**src/rtl/tuser_capture_sched.sv**
```systemverilog
// Frame-synchronous capture scheduler: arms, waits for SOF, opens a window for N frames,
// checks frame length and guards against stalled streams. Optional stats via TUSER_SCHED_STATS_EN.
module tuser_capture_sched #(
  parameter int unsigned CWIDTH      = 10,
  parameter int unsigned FWIDTH      = 8,
  parameter int unsigned TWIDTH      = 16,
  parameter int unsigned TIMEOUT_CYC = 50000
) (
  input  logic              tp_clk,
  input  logic              tp_rst,
  input  logic              tp_tuser,
  input  logic              tp_tvalid_and_tready,
  input  logic              arm_i,
  input  logic              abort_i,
  input  logic [FWIDTH-1:0] frame_count_i,
  input  logic [CWIDTH-1:0] expected_len_i,
  output logic              window_o,
  output logic              busy_o,
  output logic              done_o,
  output logic              timeout_o,
  output logic              len_error_o,
  output logic              overflow_o,
  output logic [FWIDTH-1:0] frames_done_o,
  output logic [CWIDTH-1:0] last_len_o,
  output logic [CWIDTH-1:0] min_len_o,
  output logic [CWIDTH-1:0] max_len_o
);

  typedef enum logic [2:0] {StIdle, StArmed, StCapture, StDone, StErr} state_e;

  localparam logic [TWIDTH-1:0] WdogLast = TWIDTH'(TIMEOUT_CYC - 1);

  state_e            state_q;
  logic [CWIDTH-1:0] beat_q, exp_q, last_len_q;
  logic [FWIDTH-1:0] count_q, frames_q, frames_inc;
  logic [TWIDTH-1:0] wdog_q;
  logic              busy_q, done_q, timeout_q, len_err_q, ovf_q;
  logic              sof, last_frame, wdog_hit, arm_take, frame_end;

  assign sof        = tp_tuser & tp_tvalid_and_tready;
  assign frames_inc = frames_q + 1'b1;
  assign last_frame = (count_q != '0) && (frames_inc == count_q);
  // A cycle without SOF at this count is the one that trips the watchdog.
  assign wdog_hit   = (wdog_q >= WdogLast);
  assign arm_take   = arm_i && !abort_i &&
                      ((state_q == StIdle) || (state_q == StDone) || (state_q == StErr));
  assign frame_end  = sof && !abort_i && (state_q == StCapture);

  always_comb begin
    window_o = 1'b0;
    case (state_q)
      StArmed:   window_o = sof;
      StCapture: window_o = tp_tvalid_and_tready && !(sof && last_frame);
      default:   window_o = 1'b0;
    endcase
  end

  always_ff @(posedge tp_clk or posedge tp_rst) begin
    if (tp_rst) begin
      state_q    <= StIdle;
      busy_q     <= 1'b0;
      done_q     <= 1'b0;
      timeout_q  <= 1'b0;
      len_err_q  <= 1'b0;
      ovf_q      <= 1'b0;
      beat_q     <= '0;
      exp_q      <= '0;
      last_len_q <= '0;
      count_q    <= '0;
      frames_q   <= '0;
      wdog_q     <= '0;
    end else if (abort_i) begin
      // Abort keeps sticky flags and counts for post-mortem inspection.
      state_q <= StIdle;
      busy_q  <= 1'b0;
    end else begin
      case (state_q)
        StIdle, StDone, StErr: begin
          if (arm_take) begin
            state_q    <= StArmed;
            busy_q     <= 1'b1;
            count_q    <= frame_count_i;
            exp_q      <= expected_len_i;
            done_q     <= 1'b0;
            timeout_q  <= 1'b0;
            len_err_q  <= 1'b0;
            ovf_q      <= 1'b0;
            frames_q   <= '0;
            last_len_q <= '0;
            beat_q     <= '0;
            wdog_q     <= '0;
          end
        end
        StArmed: begin
          if (sof) begin
            state_q <= StCapture;
            beat_q  <= CWIDTH'(1);
            wdog_q  <= '0;
          end else if (wdog_hit) begin
            state_q   <= StErr;
            busy_q    <= 1'b0;
            timeout_q <= 1'b1;
          end else begin
            wdog_q <= wdog_q + 1'b1;
          end
        end
        StCapture: begin
          if (frame_end) begin
            last_len_q <= beat_q;
            frames_q   <= frames_inc;
            if ((exp_q != '0) && (beat_q != exp_q)) len_err_q <= 1'b1;
            beat_q <= CWIDTH'(1);
            wdog_q <= '0;
            if (last_frame) begin
              state_q <= StDone;
              busy_q  <= 1'b0;
              done_q  <= 1'b1;
            end
          end else begin
            if (tp_tvalid_and_tready) begin
              if (&beat_q) ovf_q <= 1'b1;
              else         beat_q <= beat_q + 1'b1;
            end
            if (wdog_hit) begin
              state_q   <= StErr;
              busy_q    <= 1'b0;
              timeout_q <= 1'b1;
            end else begin
              wdog_q <= wdog_q + 1'b1;
            end
          end
        end
        default: begin
          state_q <= StIdle;
          busy_q  <= 1'b0;
        end
      endcase
    end
  end

  assign busy_o        = busy_q;
  assign done_o        = done_q;
  assign timeout_o     = timeout_q;
  assign len_error_o   = len_err_q;
  assign overflow_o    = ovf_q;
  assign frames_done_o = frames_q;
  assign last_len_o    = last_len_q;

`ifdef TUSER_SCHED_STATS_EN
  logic [CWIDTH-1:0] min_q, max_q;

  always_ff @(posedge tp_clk or posedge tp_rst) begin
    if (tp_rst) begin
      min_q <= '0;
      max_q <= '0;
    end else if (arm_take) begin
      min_q <= '1;
      max_q <= '0;
    end else if (frame_end) begin
      if (beat_q < min_q) min_q <= beat_q;
      if (beat_q > max_q) max_q <= beat_q;
    end
  end

  assign min_len_o = min_q;
  assign max_len_o = max_q;
`else
  assign min_len_o = '0;
  assign max_len_o = '0;
`endif

endmodule

```
**config.mk**
```make
export PLATFORM = sky130hd
export DESIGN_NAME = tuser_capture_sched
export DESIGN_NICKNAME = d
export VERILOG_FILES = /design/src/rtl/tuser_capture_sched.sv
export SDC_FILE = /design/constraint.sdc
export NUM_CORES = 1
export LEC_CHECK = 0
export ABC_AREA = 1
export CORE_MARGIN = 2
export CORE_UTILIZATION = 41
export DETAILED_ROUTE_END_ITERATION = 8
export SYNTH_ARGS = -nofsm -noshare
export SYNTH_HDL_FRONTEND = slang
export SYNTH_SLANG_ARGS = --single-unit
```
**constraint.sdc**
```tcl
create_clock -name tp_clk -period 4 [get_ports tp_clk]
set_clock_uncertainty 0.05 [all_clocks]
set_input_delay 0.4 -clock tp_clk [delete_from_list [all_inputs] [get_ports tp_clk]]
set_output_delay 0.4 -clock tp_clk [all_outputs]
set_load 0.02 [all_outputs]
```
==> flow_results.org, run 1 <==
** Status
- Outcome :: completed

** Clocking
- The number of clock buffers added by TritonCTS is 9.
- The later pin in the worst-skew pair is clocked with a latency of 0.36 ns.
- Counting every sink on the clock net gives 70.
- The tree is rooted in a clkbuf_8.
- In this run, post-CTS repair resized a total of 0 instances.
- TritonCTS built the clock tree.
- Clock transition time at the flip-flop clock pins of the worst setup and hold paths :: 0.09 ns
- Worst-case clock buffer depth :: 2
- Setup bufs post-CTS :: 0
- H-Tree Level Count :: 3
- Post-CTS Hold Fix Bufs :: 0

** Synth
- Number of instances in the synthesized netlist :: 541
- Prevailing post-synth register cell :: dfrtp_1
- Of the synthesized area, sequential elements account for 0.439.
- Post-synthesis average cell area :: 7.37 sq um
- Synthesis instantiated 34 different standard cells from the library.
- Yosys instantiated no cell more often than nand2_1.
- Synthesized area :: 3990 sq um
- Async S/R FF share, synth :: 1.00
- Area leader, netlist :: dfrtp_1
- The share of synthesized area in the top cell type comes to 0.439.
- Leading cell types by count after synthesis :: nand2_1 (142), dfrtp_1 (70), inv_1 (60)
- After synthesis the netlist holds a flip-flop and latch count of 70.
- Number of synthesized flops with an enable pin :: 0
- Main area contributors after synthesis :: dfrtp_1 (44%), nand2_1 (13%), inv_1 (5.6%), nor2_1 (5.3%), o21ai_0 (4.9%)
- During synthesis, Yosys emitted a total of 0 warnings.

** Timing
- For the pin with the worst max-slew slack, the measured transition is 0.680 ns.
- The clock period could shrink to 3.11 ns.
- Max Clock Freq :: 0.321 GHz
- Period utilization :: 0.778
- After routing, the total negative slack on setup checks comes to 0 ns.
- Worst slew margin relative to its limit :: 0.546
- Hold Fails Final Rpt :: 0
- Setup repair after global routing left no endpoint under its margin.
- The number of max-slew violations in the final report came to 0.
- Number of setup violations in the final report :: 0

** Floorplanning
- The die is 103 microns tall.
- Area of the die :: 10500 sq um
- Starting density of the core :: 0.428
- In this run the horizontal extent of the chip is 103 microns.
- The region available for standard cell placement spans 9330 sq um.
- Count of standard-cell rows :: 35
- Number of top-level pins :: 68

** Setup path
- Endpoint kind of the worst setup timing path :: output pin
- In this design, the stage delay of the slowest critical-path cell is 0.55 ns.
- Largest fanout of any net on the critical path :: 7
- STA puts the critical path data arrival time at 2.66 ns.
- The critical path in this run is classified as register to output pin.
- On the critical path the largest part of the delay comes from simple AND/OR/NAND/NOR gates.
- Count of buffer and inverter cells on the critical path :: 1
- Critical Path, Cell by Cell :: ha_1 -> nand3_1 -> o21ai_0 -> nand2_1 -> nand2_1 -> nand3_1 -> nor2_1 -> nand2_1 -> nor2_1 -> o21bai_1 -> clkdlybuf4s50_1
- STA classifies the critical path startpoint as a register.
- Most used cell along the critical path :: nand2_1
- Slowest-stage cell, CP :: clkdlybuf4s50_1
- Required time reported for the critical path endpoint :: 3.55 ns

** Run
- Max-capacitance violation count :: 0

** Detailed routing
- In the routed design, unresolved DRC markers number 0.
- Using the TritonRoute via totals, the vias-per-cell ratio works out to 4.92.
- The first routing iteration left 162 violations.
- Wire length per cell after detailed routing :: 13.2 microns
- Detailed Route WL :: 9620 microns
- Vias after detailed routing :: 3576
- Before antenna repair, the detailed router went through 5 iterations.
- The count of nets left with antenna violations once routing finished came out at 0.

** Global routing
- Antenna violations before repair :: 0
- Gr usage total :: 0.199
- The number of global-route vias before repair was 3467.
- Global route overflow :: 0
- The first global-routing pass estimated 16500 microns of wire.
- Entering global routing, the biggest net connects 50 pins.

** Power and ir drop
- Switching Fraction :: 0.367
- Switching power summed over all nets :: 0.000819 W
- Power density relative to cell area :: 471 nW/um^2
- VDD sags by at most 0.000218 V.
- Share of power burned in the clock network :: 0.275
- The internal portion of the total power is 0.00141 W.
- Fraction of power consumed by combinational cells :: 0.288
- Of the total power, registers draw 0.437.
- Summed over all cells, the static leakage comes to 2.20 nW.

** Place
- Instance area after placement :: 4530 sq um
- Input and output buffers added on the ports amount to 47.
- Detailed placement HPWL :: 7150 microns
- Weighted congestion at the end of routability-driven global placement :: 0.859

** Finish
- After routing the design area is 4730 sq um.
- Of the cells placed in the final design, the portion with a size suffix greater than 1 is 0.0702.
- # diodes :: 0
- Number of nets in the finished design :: 620
- Signed area change from the synthesized netlist to the final layout :: 18.7%

** Min path
- Type of the tightest min-delay check :: input pin to asynchronous set/reset pin
path summary, 6_finish.rpt:
kind | startpoint | to | slack [ns] | cells past startpoint
setup / recovery | frames_done_o[0] | window_o | 0.89 | 11
hold / removal | tp_rst | exp_q[8] | 0.31 | 2
setup reg to reg | state_q[1] | count_q[6] | 1.64 | 10
hold reg to reg | overflow_o | overflow_o | 0.45 | 2
max in group asynchronous | tp_rst | frames_done_o[7] | 2.59 | 3
min in group tp_clk | overflow_o | overflow_o | 0.45 | 2
cell type report:
type / instances / area (sq um)
fillers: 908 / 4590
multi-input cells: 392 / 1850
flip-flops and latches: 70 / 1750
repair buffers: 51 / 500
inverters: 69 / 259
well taps: 129 / 161
clock buffers: 11 / 151
clock inverters: 5 / 56.3
power by group through the flow:
stage | Clock (W) | Sequential (W) | Combinational [W]
final | 0.000613 | 0.000974 | 0.000642
after floorplan | 0 | 0.000973 | 0.000461
after CTS | 0.000622 | 0.000974 | 0.000649
after detailed placement | 0 | 0.000985 | 0.000647
after global routing | 0.000657 | 0.000995 | 0.000737
after global placement | 0 | 0.000985 | 0.000635
cells by family after synthesis:
kind of cell,synth area share
adders and majority gates,0.00941
other,0.000940
AOI/OAI and AO/OA,0.115
buffers and inverters,0.114
and+or+nand+nor,0.302
xor gates and xnor gates,0.0198
DFF,0.439
registers in the layout (all words and copies together) (netlist names):
name / count
state_q: 3
overflow_o: 1
beat_q: 10
frames_done_o: 8
timeout_o: 1
last_len_o: 10
len_error_o: 1
count_q: 8
exp_q: 10
done_o: 1
busy_o: 1
wdog_q: 16
per-stage QoR:
step	total power, W	std cells	hold WS (ns)	util	setup WS (ns)
detailed placement	0.00163	711	0.437	0.485	1.30
finish	0.00223	727	0.312	0.508	0.888
CTS	0.00224	727	0.327	0.508	0.897
global route	0.00239	727	0.377	0.508	0.652
floorplan	0.00143	560	0.412	-	1.78
global placement	0.00162	711	0.435	0.485	1.29
routing by layer:
layer	vias up	share of wire	wire length [microns]	GRT usage
met2	69	0.46	4470	0.327
met1	1692	0.48	4570	0.269
met3	8	0.049	473	0.0380
met5	-	0	0	0
met4	0	0.011	104	0.0585
li1	1807	-	-	-
layout by cell type, fill, tap and decap left out, types with 14 or more instances in the layout:
cell type,netlist,final
conb_1,1,20
o21ai_0,39,39
nand3_1,35,35
dfrtp_1,70,70
a21oi_1,20,20
nand2_1,142,142
nor2_1,56,56
clkdlybuf4s50_1,0,47
inv_1,60,59
o21ai_1,14,14
nor3_1,14,14
No activity file was read; power rests on OpenSTA's default activity.
==> run 2: changes to the inputs <==
- PLACE_DENSITY: not set -> 0.67
- clock period: 4 -> 2.51 ns (I/O delays scaled with it)
==> run 2 against run 1 <==
Effect of this change:
- non-clock buffer count rose by 7
- hold slack got worse by 0.056 ns
- utilization is 0.75 points higher
- final cell count is 0.96% higher
- combinational power rose by 67%
- routed wire length grew 1.1%
- via count is 0.98% higher
- largest power group unchanged
- critical path type unchanged
- highest routed layer unchanged
- critical path depth up 2
- global-route usage shrank 0.25 points
- sequential cell count unchanged
- sequential share of layout area down 0.54 points
- clock power rose by 52%
==> flow_results.org, run 2 (synthesized netlist as in run 1, its figures left out) <==
** Floorplanning
- Die span in x :: 103 microns (unchanged)
- Number of top-level pins :: 68 (unchanged)
- The number of placement rows came to 35 (unchanged).
- Area of the die :: 10500 sq um (unchanged)
- Die Y :: 103 microns (unchanged)
- The core footprint was 9330 sq um (unchanged).
- Starting density of the core :: 0.428 (unchanged)

** Timing
- Minimum clock period :: 2.34 ns
- Of the available clock period, the critical path in the final layout requires 0.932.
- The worst hold slack came to 0.256 ns (-0.0558 ns).
- Setup repair after global routing missed its margin :: yes
- Number of setup violations in the final report :: 0 (unchanged)
- Worst slew margin relative to its limit :: 0.557 (+0.0109)
- Hold Fails Final Rpt :: 0 (unchanged)
- The slew at the pin with the worst max-slew slack came to 0.664 ns (-0.0165 ns).
- Max Clock Freq :: 0.428 GHz
- The number of max-slew violations in the final report was 0 (unchanged).

** Global routing
- The global-route track usage on met3 is 0.0671 (+0.0292).
- Pin count of the biggest net entering global routing :: 38 (-24%)
- Via count of the first global-routing pass :: 3535 (+2.0%)
- The wire length of the first global-routing pass is 16100 microns (-2.4%).
- Global routing met1 resource utilization :: 0.244 (-0.0247)
- The number of antenna violations at the first check in global routing is 0 (unchanged).
- Gr usage total :: 0.197 (-0.00250)
- Global-route met2 utilization :: 0.318 (-0.00905)
- The aggregate global routing overflow came to 0 (unchanged).
- Most utilized layer in the global route result :: met2

** Clocking
- Skew-Pair Late Insertion Delay :: 0.36 ns (about the same)
- Number of sinks handled by clock tree synthesis :: 70 (unchanged)
- The maximum buffer depth of the clock tree came to 2 (unchanged).
- H-Tree Level Count :: 3 (unchanged)
- The tree is rooted in a clkbuf_8.
- TritonCTS clock tree :: built
- Post-CTS Hold Fix Bufs :: 0 (unchanged)
- The clock transition at the registers of the reported paths was 0.07 ns (-0.02 ns).
- The TritonCTS buffer count is 9 (unchanged).

** Finish
- Counting flops per register, the top entry is wdog_q.
- The end-of-flow core utilization was 0.515 (+0.00751).
- Fraction of layout cells with a size suffix above 1 :: 0.0843 (+0.0141)
- Post-route non-filler standard cell count :: 734 (+0.96%)
- Flip-flop count of the largest register, all copies and words added :: 16 (unchanged)
- The layout net count came to 627 (+1.1%).
- Relative to the synthesized area, the layout overhead comes to 20.5%.
- # diodes :: 0 (unchanged)
- The final non-filler cell area was 4800 sq um (+1.5%).
- In the layout the commonest cells are nand2_1 (142), dfrtp_1 (70), inv_1 (59), nor2_1 (55), clkdlybuf4s50_1 (46).
- Leaving out fill and tap cells, the most frequent cell in the layout is nand2_1.

** Min path
- The worst hold path belongs to the class input pin to asynchronous set/reset pin.

** Place
- Weighted congestion at the end of routability-driven global placement :: 0.904 (+5.2%)
- The count of placed standard cells including taps is 717 (+0.84%).
- Detailed placement HPWL :: 7220 microns (+1.0%)
- The number of buffers added on ports is 47 (unchanged).
- The placed cell area was 4600 sq um (+1.5%).

** Setup path
- Crit path kind :: register to output pin
- STA classifies the critical path endpoint as an output pin.
- The data arrival time of the critical path was 2.04 ns (-0.62 ns).
- The worst setup path is launched from a register.
- The required arrival time at the worst endpoint is 2.21 ns (-1.34 ns).
- The register-to-register setup slack is 0.28 ns (-1.36 ns).
- Largest fanout of any net on the critical path :: 2 (-5)

** Detailed routing
- Number of vias per cell after detailed routing :: 4.92 (about the same)
- Final routed DRC violation total :: 0 (unchanged)
- The post-detailed-route count of antenna-violating nets came to 0 (unchanged).
- Wire length per cell after detailed routing :: 13.3 microns (+0.14%)
- The total number of vias was 3611 (+0.98%).
- The number of detailed-routing iterations run before antenna repair is 4 (-1).
- The starting DRC count in detailed routing is 181 (+12%).
- The total wire length after detailed routing came to 9730 microns (+1.1%).

** Run
- The max-capacitance violation count is 0 (unchanged).

** Power and ir drop
- Total power draw :: 0.00355 W (+59%)
- The leakage power came to 2.24 nW (+1.9%).
- Peak supply drop :: 0.000452 V (+110%)
- The power density relative to cell area came to 738 nW/um^2 (+57%).

** Status
- The flow ran to the end, and the final reports show no timing, DRC or antenna violations.
[run 2: cell count changes in the layout (fill, tap and decap cells not counted), sizes merged]
cell           change
clkbuf             +1
clkdlybuf4s50      -1
clkinv             +1
buf                +8
clkinvlp           -1
inv                -1
[run 2: area by class of cell]
type | count | area, sq um
clock inverters | 4 | 45.0
repair buffers | 58 | 573
clock buffers | 12 | 155
fillers | 922 | 4520
well taps | 129 | 161
multi-input cells | 392 | 1860
inverters | 69 | 259
flip-flops and latches | 70 | 1750
[run 2: repair_timing]
| item | in CTS | in global routing |
|---|---|---|
| endpoints found under the setup margin | 1 | 1 |
| resized for setup | 5 | 2 |
| buffers inserted | 1 | 0 |
[run 2: path summary, 6_finish.rpt]
kind	from	endpoint	cells past startpoint
setup / recovery	frames_done_o[1]	window_o	13
hold / removal	tp_rst	wdog_q[3]	2
setup reg to reg	beat_q[0]	beat_q[2]	11
hold reg to reg	state_q[2]	state_q[2]	2
max in group asynchronous	tp_rst	count_q[3]	3
min in group tp_clk	expected_len_i[5]	exp_q[5]	3
[run 2: metal layers]
| layer | routed length (microns) | vias to the layer above |
|---|---|---|
| li1 | - | 1829 |
| met1 | 4530 | 1693 |
| met2 | 4560 | 74 |
| met3 | 529 | 15 |
| met4 | 104 | 0 |
| met5 | 0 | - |
[run 2: power breakdown]
group | internal [W] | switching (W)
sequential | 0.00134 | 0.000199
combinational | 0.000418 | 0.000651
clock | 0.000508 | 0.000426
total | 0.00227 | 0.00128
[run 2: critical path: stages, from the launching register on]
cell	delay, ns
dfrtp_1	0.39
ha_2	0.33
inv_1	0.04
nand2_1	0.05
nand2_1	0.05
nor2_1	0.09
nand2_1	0.06
nor2_1	0.08
nand3_1	0.09
nor2_2	0.11
nand2_1	0.09
nor2_1	0.10
o21bai_1	0.06
buf_2	0.16
[run 2: through the flow]
stage          worst slack, ns  setup TNS, ns
2_1_floorplan            0.441              0
5_1_grt                -0.0556        -0.0556
3_5_place_dp            0.0466              0
3_3_place_gp             0.159              0
6_report                 0.171              0
4_1_cts                 0.0352              0
==> run 3: changes to the inputs <==
- CORE_ASPECT_RATIO: not set -> 1.75
==> run 3 against run 2 <==
Effect of this change:
- worst setup slack worse by 0.047 ns
- via count hardly changed
- non-clock buffer count is 1 higher
- utilization is 0.35 points higher
- final area is 2.2% higher
- critical path depth stayed put
- total power is 12% higher
- routed wire length is 4.2% higher
- global-route usage is 1.2 points higher
- first-iteration DRC count is 9.4% higher
- clock-buffer cell count is 2 higher
==> flow_results.org, run 3 (synthesized netlist as in run 1, its figures left out) <==
** Status
- The run finished with clean final reports.

** Finish
- The library cells used most frequently in the layout, excluding fill and tap cells, are nand2_1 (142), dfrtp_1 (70), inv_1 (59), nor2_1 (56), clkdlybuf4s50_1 (46).
- Leaving out fill and tap cells, the most frequent cell in the layout is nand2_1.
- # diodes :: 0 (unchanged)
- The layout net count came to 628 (+0.16%).
- Final core occ :: 0.519 (+0.00348)
- Final standard cell area without fillers :: 4910 sq um (+2.2%)
- The share of cells above drive strength 1 was 0.0842 (-0.000139).
- Register containing the most flip-flops in the final layout :: wdog_q
- The final instance count without filler cells was 728 (-0.82%).
- Signed area change from the synthesized netlist to the final layout :: 23.1%
- Flip-flop count of the largest register, all copies and words added :: 16 (unchanged)

** Clocking
- Skew-Pair Late Insertion Delay :: 0.34 ns (-0.02 ns)
- Library cell used as clock root buffer :: clkbuf_16
- The deepest level of the CTS H-tree was 3 (unchanged).
- The hold-fix buffer count after cts was 0 (unchanged).
- The total number of clock tree sinks was 70 (unchanged).
- TritonCTS built the clock tree.
- Clock buffers created by TritonCTS :: 9 (unchanged)
- Clock transition time at the flip-flop clock pins of the worst setup and hold paths :: 0.05 ns (-0.02 ns)
- The maximum buffer depth of the clock tree was 2 (unchanged).

** Timing
- The final worst slack came to 0.124 ns (-0.0472 ns).
- Max Clock Freq :: 0.419 GHz (-2.0%)
- The slew at the pin with the worst max-slew slack is 0.525 ns (-0.139 ns).
- The setup-violating endpoint count in the final report came to 0 (unchanged).
- Final number of max-transition violations :: 0 (unchanged)
- Hold Fails Final Rpt :: 0 (unchanged)
- The final period demand of the worst path is 2.39 ns (+0.0472 ns).
- Worst slew margin relative to its limit :: 0.648 (+0.0908)
- The final period utilization was 0.951 (+0.0188).
- Setup repair after global routing could not meet its margin everywhere.

** Run
- The max-capacitance violation count is 0 (unchanged).

** Floorplanning
- Die Y :: 134 microns (+31%)
- The initial cell density of the core came to 0.421 (-0.00633).
- The die width was 78.6 microns (-23%).
- The number of placed I/O pins came to 68 (unchanged).
- Area of the die :: 10600 sq um (+0.29%)
- The core footprint came to 9470 sq um (+1.5%).
- The number of placement rows came to 47 (+34%).

** Place
- Instance area after placement :: 4580 sq um (-0.30%)
- Cell count after placement :: 711 (-0.84%)
- The pre-CTS worst setup slack is 0.0646 ns (+0.0180 ns).
- The final weighted congestion in routability-driven placement is 0.902 (-0.22%).
- IO buf count :: 47 (unchanged)
- Detailed placement HPWL :: 7720 microns (+7.0%)

** Setup path
- The critical path is of the register to output pin type.
- Number of cells on the worst reg-to-reg path :: 12 (+1)
- Endpoint kind of the worst setup timing path :: output pin
- Data arrival time of the critical path :: 2.09 ns (+0.05 ns)
- Largest fanout of any net on the critical path :: 4 (+2)
- Traced cell by cell, the critical path runs through ha_2 -> inv_1 -> nand2_1 -> nand2_1 -> nor2_1 -> nand2_1 -> nor2_1 -> nand3_1 -> nor2_1 -> nand2_1 -> nor2_1 -> o21bai_1 -> buf_2.
- Delay of the slowest critical-path stage :: 0.41 ns (+0.02 ns)
- CP startpoint kind :: register
- Required time reported for the critical path endpoint :: 2.21 ns (about the same)
- Slowest-stage cell, CP :: dfrtp_1

** Detailed routing
- Wire length per cell after detailed routing :: 13.9 microns (+5.1%)
- Final antenna-violating net count :: 0 (unchanged)
- The via-per-instance ratio came to 4.96 (+0.85%).
- Final routed DRC violation total :: 0 (unchanged)
- Detailed Route WL :: 10100 microns (+4.2%)
- The total number of vias was 3612 (+0.028%).
- DR iter-0 viols :: 198 (+9.4%)
- The number of detailed-routing iterations run before antenna repair was 4 (unchanged).

** Power and ir drop
- Int Power :: 0.00264 W (+16%)
- The register share of total power came to 0.390 (-0.045).
- Fraction of power consumed by combinational cells :: 0.272 (-0.029)
- The switching share of total power came to 0.334 (-0.0260).
- Peak supply drop :: 0.000424 V (-6.1%)
- The net switching power is 0.00132 W (+3.7%).
- The power density relative to cell area came to 807 nW/um^2 (+9.4%).
- The leakage power came to 2.29 nW (+2.3%).
- The relative contribution of the clock network to total power was 0.338 (+0.075).

** Global routing
- Via count of the first global-routing pass :: 3709 (+4.9%)
- Gr usage total :: 0.209 (+0.0119)
- Global route overflow :: 0 (unchanged)
- The wire length of the first global-routing pass is 17200 microns (+7.1%).
- The maximum number of pins on one net before global-route repair was 71 (+87%).
- Antenna violations before repair :: 0 (unchanged)

** Min path
- Type of the tightest min-delay check :: input pin to asynchronous set/reset pin
[run 3: cell count changes in the layout (fill, tap and decap cells not counted), sizes merged]
cell / change
clkbuf: +2
clkinv: -3
clkinvlp: +1
buf: +1
[run 3: worst paths after layout]
kind	startpoint	end	slack [ns]
worst max-delay path	frames_done_o[1]	window_o	0.12
worst min-delay path	tp_rst	beat_q[3]	0.27
worst max register to register	wdog_q[0]	wdog_q[13]	0.30
worst min register to register	state_q[2]	state_q[2]	0.44
max in group asynchronous	tp_rst	exp_q[1]	1.85
min in group tp_clk	expected_len_i[1]	exp_q[1]	0.40
[run 3: layer usage]
layer / GRT usage / vias to the layer above / part of all wire
met2: 0.380 / 83 / 0.56
met1: 0.227 / 1684 / 0.38
met4: 0.111 / 0 / 0.031
met3: 0.0341 / 23 / 0.033
met5: 0 / - / 0
li1: - / 1822 / -
[run 3: power by group through the flow]
stage                     registers (W)  logic (W)  clock network, W
after global placement          0.00156    0.00107                 0
after floorplan                 0.00155   0.000735                 0
after CTS                       0.00155    0.00109           0.00137
after detailed placement        0.00156    0.00109                 0
after global routing            0.00157    0.00123           0.00142
final                           0.00155    0.00108           0.00134
[run 3: area by class of cell]
class | instances | area [sq um]
fillers | 947 | 4560
clock inverters | 2 | 37.5
flip-flops and latches | 70 | 1750
inverters | 69 | 259
well taps | 122 | 153
repair buffers | 59 | 568
clock buffers | 14 | 284
multi-input cells | 392 | 1860
[run 3: per-stage QoR]
step           TNS [ns]  power, W  hold slack, ns
6_report              0   0.00396           0.265
5_1_grt         -0.0999   0.00422           0.305
4_1_cts               0   0.00401           0.289
3_5_place_dp          0   0.00265           0.429
3_3_place_gp          0   0.00262           0.432
2_1_floorplan         0   0.00229           0.318
[run 3: worst max-delay path: cells and delay by family, from the launching register on]
family	cells	cell delay, ns
simple gates	9	0.72
flops	1	0.41
compound gates	1	0.08
buf+inv	2	0.21
fa+ha+maj	1	0.34
[run 3: timing repair]
action	CTS	global route
hold endpoints to repair	0	0
buffers inserted	0	1
setup endpoints to repair	1	1
cloned	0	0
gates resized for setup	4	2
